[config.mk]
export PLATFORM = sky130hd
export DESIGN_NAME = uart_tx_frame_ctrl
export DESIGN_NICKNAME = d
export VERILOG_FILES = /design/src/rtl/uart_tx_frame_ctrl_pkg.sv /design/src/rtl/uart_tx_parity_calc.sv /design/src/rtl/uart_tx_frame_ctrl.sv
export SDC_FILE = /design/constraint.sdc
export NUM_CORES = 1
export LEC_CHECK = 0
export BUFFER_PORTS_ARGS = -buffer_cell sky130_fd_sc_hd__buf_2
export CORE_ASPECT_RATIO = 1.1
export CORE_MARGIN = 2
export CORE_UTILIZATION = 48
export CTS_CLUSTER_SIZE = 30
export DETAILED_ROUTE_END_ITERATION = 8
export GPL_TIMING_DRIVEN = 0
export PLACE_DENSITY = 0.81
export SYNTH_ARGS = -nofsm -noshare
export SYNTH_HDL_FRONTEND = slang
export SYNTH_SLANG_ARGS = --single-unit
[constraint.sdc]
create_clock -name clk -period 2.05 [get_ports clk]
set_input_delay 0.205 -clock clk [delete_from_list [all_inputs] [get_ports clk]]
set_output_delay 0.205 -clock clk [all_outputs]
set_load 0.02 [all_outputs]
[src/rtl/uart_tx_frame_ctrl_pkg.sv]
// Shared definitions for the UART TX framing controller: state encodings and line/parity constants.
package uart_tx_frame_ctrl_pkg;

    typedef enum logic [2:0] {
        ST_IDLE   = 3'd0,
        ST_START  = 3'd1,
        ST_DATA   = 3'd2,
        ST_PARITY = 3'd3,
        ST_STOP   = 3'd4,
        ST_STOP2  = 3'd5
    } tx_state_e;

    localparam logic PAR_EVEN  = 1'b0;
    localparam logic PAR_ODD   = 1'b1;
    localparam logic START_BIT = 1'b0;
    localparam logic STOP_BIT  = 1'b1;

endpackage

[src/rtl/uart_tx_parity_calc.sv]
// Combinational parity generator: even parity is the XOR of all payload bits, odd is its inverse.
module uart_tx_parity_calc
    import uart_tx_frame_ctrl_pkg::*;
#(
    parameter int DATA_WIDTH = 8
) (
    input  logic [DATA_WIDTH-1:0] i_data,
    input  logic                  i_par_typ,
    output logic                  o_parity
);

    logic w_xor;

    assign w_xor = ^i_data;

    always_comb begin
        o_parity = w_xor;
        case (i_par_typ)
            PAR_EVEN: o_parity = w_xor;
            PAR_ODD:  o_parity = ~w_xor;
            default:  o_parity = w_xor;
        endcase
    end

endmodule

[src/rtl/uart_tx_frame_ctrl.sv]
// UART TX framing controller: latches a byte, sequences START/DATA/PARITY/STOP and muxes the TX line.
// Optional second stop bit with `define UART_TX_TWO_STOP_EN.
module uart_tx_frame_ctrl
    import uart_tx_frame_ctrl_pkg::*;
#(
    parameter int DATA_WIDTH = 8
) (
    input  logic                  clk,
    input  logic                  rst,
    input  logic [DATA_WIDTH-1:0] p_data,
    input  logic                  data_valid,
    input  logic                  par_en,
    input  logic                  par_typ,
    input  logic                  ser_data,
    input  logic                  ser_done,
    output logic                  ser_en,
    output logic [DATA_WIDTH-1:0] ser_p_data,
    output logic                  tx_out,
    output logic                  busy
);

    tx_state_e             r_state;
    logic [DATA_WIDTH-1:0] r_data;
    logic                  r_par_en;
    logic                  r_par_typ;
    logic                  r_par_bit;

    logic                  w_capture;
    logic [DATA_WIDTH-1:0] w_calc_data;
    logic                  w_calc_typ;
    logic                  w_parity;
    logic                  w_tx;

    assign w_capture = (r_state == ST_IDLE) && data_valid;

    // Parity follows the held byte between captures, so it always matches ser_p_data.
    assign w_calc_data = w_capture ? p_data  : r_data;
    assign w_calc_typ  = w_capture ? par_typ : r_par_typ;

    uart_tx_parity_calc #(
        .DATA_WIDTH (DATA_WIDTH)
    ) u_parity (
        .i_data    (w_calc_data),
        .i_par_typ (w_calc_typ),
        .o_parity  (w_parity)
    );

    always_ff @(posedge clk or negedge rst) begin
        if (!rst) begin
            r_state   <= ST_IDLE;
            r_data    <= '0;
            r_par_en  <= 1'b0;
            r_par_typ <= 1'b0;
            r_par_bit <= 1'b0;
        end else begin
            r_par_bit <= w_parity;
            case (r_state)
                ST_IDLE: begin
                    if (data_valid) begin
                        r_data    <= p_data;
                        r_par_en  <= par_en;
                        r_par_typ <= par_typ;
                        r_state   <= ST_START;
                    end
                end
                ST_START: r_state <= ST_DATA;
                // ser_done already high on entry still exits after one cycle.
                ST_DATA: begin
                    if (ser_done)
                        r_state <= r_par_en ? ST_PARITY : ST_STOP;
                end
                ST_PARITY: r_state <= ST_STOP;
`ifdef UART_TX_TWO_STOP_EN
                ST_STOP:  r_state <= ST_STOP2;
                ST_STOP2: r_state <= ST_IDLE;
`else
                ST_STOP:  r_state <= ST_IDLE;
`endif
                default:  r_state <= ST_IDLE;
            endcase
        end
    end

    always_comb begin
        w_tx = STOP_BIT;
        case (r_state)
            ST_START:  w_tx = START_BIT;
            ST_DATA:   w_tx = ser_data;
            ST_PARITY: w_tx = r_par_bit;
            default:   w_tx = STOP_BIT;
        endcase
    end

    assign tx_out     = w_tx;
    assign busy       = (r_state != ST_IDLE);
    assign ser_en     = (r_state == ST_START);
    assign ser_p_data = r_data;

endmodule

== Word-level counts from Yosys, hierarchy flattened ==
Index checks and enable logic that the tools add are counted.

* Reduce and logical (&&, ||, !) cells: 6
* Bitwise logic cells: 2
* Equal/unequal tests: 5
* Multiplexer cells: 8

{| class="wikitable"
|+ Operators with widths
! cell !! count
|-
| 3-bit one-hot mux with 4 select lines || 1
|-
| 3-bit two-way mux || 3
|-
| 8-bit two-way mux || 1
|-
| 8-bit parity || 1
|-
| 3-bit by 2-bit equality test with 1-bit output (second input constant) || 2
|-
| 2-bit != test (second input constant) || 2
|-
| 2-bit AND reduction || 2
|-
| 3-bit by 1-bit equality test with 1-bit output (second input constant) || 1
|-
| 3-bit logical NOT || 1
|-
| 1-bit one-hot mux with 3 select lines || 1
|-
| 3-bit nonzero test || 1
|-
| 1-bit inverter || 2
|-
| 1-bit one-hot mux with 2 select lines || 1
|-
| 1-bit logical AND || 1
|-
| 1-bit two-way mux || 1
|}

* Register bits: 14
* Word-level logic and storage cells: 26
* Output and inout bits: 11
* Bits of input ports: 15

== Logic depth before layout (Yosys ltp) ==
* Depth after elaboration: 6
* Depth in mapped cells: 6
* Mapped depth without buffers: 4

== Cells and area by module ==
A second synthesis with hierarchy kept.

* Cell total of the unflattened synthesis: 51
* Area, all modules: 671.9 µm²

{| class="wikitable"
|+ Modules (own cells, without submodules)
! module !! area each (µm²) !! sequential area each (µm²) !! times used !! cells an instance
|-
| uart_tx_frame_ctrl || 589.3 || 350.3 || 1 || 44
|-
| uart_tx_parity_calc || 82.6 || 0.0 || 1 || 7
|}

== Worst setup path before layout ==
No wires, ideal clock.

* Path kind: register to register
* From: register r_state[1]
* To: register r_data[0] (netlist: ser_p_data[0])
* Setup time: 0.125 ns
* Setup slack: 0.470 ns
* Required time: 1.925 ns
* Clock period less this slack: 1.580 ns
* Cell stages (with the launch flop): 6
* Buffers on the path: 2
* Arrival: 1.455 ns
* Path through: dfrtp_1 -> buf_6 -> or3_4 -> nor2_8 -> buf_12 -> mux2_4

* Word-level cells in the longest chain between the ends: 2

{| class="wikitable"
|+ RTL lines
! item !! RTL line !! source
|-
| start: declaration || uart_tx_frame_ctrl.sv:22 || <nowiki>tx_state_e r_state;</nowiki>
|-
| start signal: assignment || uart_tx_frame_ctrl.sv:70 || <nowiki>r_state <= r_par_en ? ST_PARITY : ST_STOP;</nowiki>
|-
| 3-bit logical NOT || uart_tx_frame_ctrl.sv:57 || <nowiki>case (r_state)</nowiki>
|-
| 2-bit AND reduction (no line) || - ||
|-
| end signal: assignment || uart_tx_frame_ctrl.sv:60 || <nowiki>r_data <= p_data;</nowiki>
|-
| end: declaration || uart_tx_frame_ctrl.sv:23 || <nowiki>logic [DATA_WIDTH-1:0] r_data;</nowiki>
|}

No other way between the ends.
A chain may end at the register's enable or synchronous reset.

== Worst setup path in the final report ==
* From: register r_state[1]
* To: register r_data[3] (netlist: ser_p_data[3])

Same word-level chain as after synthesis.

==> summary.md <==
| Metric | Value |
|---|---|
| Status | `completed` |
| Gr ovfl total | `0` |
| RSZ-0062 raised after global routing | `false` |
| Area post-placement | `933 µm²` |
| Tmin final | `1.59 ns` |
| Vias | `523` |
| Setup Buffers After CTS | `0` |
| Maximum number of pins on one net before global-route repair | `15` |
| RR Endpoint | `ser_p_data[3]$_DFFE_PN0N_` |
| Tot GR Track Use | `14.0%` |
| Avg Cell Area, Syn | `13.8 µm²` |
| Layout cells sized above 1 | `47.1%` |
| Peak VDD IR | `0.908 mV` |
| Nets | `103` |
| Final instance area | `980 µm²` |
| CP delay by family, top | `simple AND/OR/NAND/NOR gates` |
| Critical Path Start | `r_state[1]$_DFFE_PN0P_` |
| Root buffer cell | `clkbuf_4` |
| Most common cell after layout, fill and taps aside | `buf_2` |
| Worst Path Max Fanout | `10` |
| Sequential-to-total area share from yosys stat | `44.5%` |
| CTS Buffer Depth | `2` |
| Setup WS post-layout | `0.460 ns` |
| Clk slew on worst S/H paths | `0.08 ns` |
| Routed len/inst | `11.8 µm` |
| Final Cycle Share | `77.6%` |
| Slew headroom | `80.0%` |
| Clock sink count | `14` |
| Post-cts resize count | `0` |
| FF-to-FF Start | `r_state[1]$_DFFE_PN0P_` |
| CP Class | `register to register` |
| LEAKAGE | `0.487 nW` |
| TritonRoute pass-1 iters | `2` |
| Hpwl dp | `973 µm` |
| Critical path required time | `2.22 ns` |
| Crit-path slowest cell | `or3_4` |
| FF-to-FF path depth | `5` |
| Most frequent cells in the layout | `buf_2 (25), dfrtp_1 (14), xnor2_1 (8)` |
| Net count after synthesis | `72` |
| First-pass GRT wire length | `1.97 mm` |
| Initial antenna violation count | `0` |
| R2R Setup Slk | `0.46 ns` |
| First-iteration detailed-routing DRC count | `3` |
| Vias in the first global route | `488` |
| Initial core utilization | `50.5%` |
| Core area | `1560 µm²` |
| DP Worst Slack | `0.464 ns` |
| Cell Area, Synth | `787 µm²` |
| Slew @ Worst Pin | `0.300 ns` |
| Critical Path Sink | `ser_p_data[3]$_DFFE_PN0N_` |
| Number of I/O pins | `26` |
| Cell count after synthesis | `57` |
| Final setup viols | `0` |
| Cells along the critical path | `buf_6 -> or3_4 -> nor2_8 -> buf_12 -> mux2_4` |
| Clock skew | `0.00188 ns` |
| Yosys cell types | `21` |
| P per Cell Area | `1860 nW/µm²` |
| FF+latch count, synth | `14` |
| Post-Place Cells | `99` |
| H-tree Lvls | `1` |
| Hold buffer count at CTS | `1` |
| Worst path bufs/invs | `2` |
| Skew-Pair Late Insertion Delay | `0.28 ns` |
| Worst hold path type | `input pin to register` |
| Die W | `42.6 µm` |
| GP Congestion | `0.799` |
| Layout area overhead | `24.5%` |
| CP arrival | `1.76 ns` |
| Fmax | `629 MHz` |
| Vias/cell | `5.03` |
| Final Instance Count excl. Fillers | `104` |
| Setup TNS | `0 ns` |
| Die height | `46.5 µm` |
| Final Hold Viols | `0` |
| Worst Setup End Kind | `register` |
| ANT cells | `0` |
| TritonCTS clock tree | `built` |
| CP Launch Type | `register` |
| DRC Markers | `0` |
| Port Buf Inserts | `25` |
| CP peak stage delay | `0.40 ns` |
| Max cap viols | `0` |
| Die area | `1980 µm²` |
| Max Slew Vio Count | `0` |
| TritonCTS buffer count | `3` |
| Syn. warnings | `0` |
| Hold Slack | `0.148 ns` |
| Cell depth of the worst setup path | `5` |
| Drt total wl | `1.22 mm` |
| Post-DRT Antenna Nets | `0` |
| Row count | `15` |
-- worst min path at each step --
stage               startpoint                     end  slack [ns]  depth (start not counted)
floorplan                  rst     r_par_bit$_DFF_PN0_       -0.09                          0
global placement           rst  r_state[1]$_DFFE_PN0P_        0.11                          1
detailed placement         rst  r_state[1]$_DFFE_PN0P_        0.12                          1
CTS                     par_en    r_par_en$_DFFE_PN0N_        0.14                          3
global route            par_en    r_par_en$_DFFE_PN0N_        0.16                          3
finish                  par_en    r_par_en$_DFFE_PN0N_        0.15                          3
-- power breakdown --
group          switching [mW]  internal [mW]  total [mW]
clock                  0.0879          0.108       0.196
combinational           0.472          0.607        1.08
sequential              0.122          0.422       0.544
-- synth_stat cells, drive strengths merged --
master | count | area share, %
buf | 2 | 4.0
mux2i | 2 | 2.5
nand3 | 1 | 0.64
xnor2 | 8 | 8.9
xor2 | 4 | 4.5
dfrtp | 14 | 45
a21oi | 2 | 1.3
or3 | 1 | 1.4
inv | 3 | 1.4
nand2 | 1 | 0.48
nor2 | 2 | 3.0
o21ai | 2 | 1.3
mux2 | 9 | 16
a311o | 1 | 1.3
xnor3 | 2 | 5.7
nor3b | 3 | 2.9
-- layer usage --
layer | vias to the layer above | routed length, µm | GRT usage (%)
met5 | - | 0 | 0
met1 | 247 | 518 | 17.3
met2 | 21 | 609 | 23.4
met3 | 2 | 80 | 2.75
li1 | 253 | - | -
met4 | 0 | 15 | 7.50
-- cells by family after synthesis --
logic type             Yosys count  share of synthesized area [%]
flip-flops                      14                           44.5
multiplexers                    11                           18.8
AO/OA/AOI/OAI                    5                           3.81
XOR/XNOR                        14                           19.1
buffers and inverters            5                           5.41
AND/OR/NAND/NOR                  8                           8.42
-- sequential cells by signal, summed over array words and instances (netlist names) --
name	flops
r_par_bit	1
r_par_en	1
r_par_typ	1
r_state	3
ser_p_data	8
-- final cells by class --
type / instances / area, µm²
multi-input combinational: 38 / 394
buffer: 2 / 31.3
fill: 132 / 578
timing repair buffer: 26 / 135
inverter: 3 / 11.3
clock buffer: 4 / 36.3
tap: 17 / 21.3
sequential: 14 / 350
-- worst register-to-register path, delay by kind of cell (launching register included) --
kind / cells / cell delay, ns
AND/OR/NAND/NOR: 2 / 0.52
flip-flops: 1 / 0.38
multiplexers: 1 / 0.30
buffers and inverters: 2 / 0.28
-- per-stage QoR --
stage / utilization [%] / total power [mW]
5_1_grt: 62.9 / 1.93
3_3_place_gp: 59.9 / 1.61
2_1_floorplan: - / 1.42
4_1_cts: 62.9 / 1.84
6_report: 62.9 / 1.82
3_5_place_dp: 59.9 / 1.64
Power figures use the tool's default switching activity.
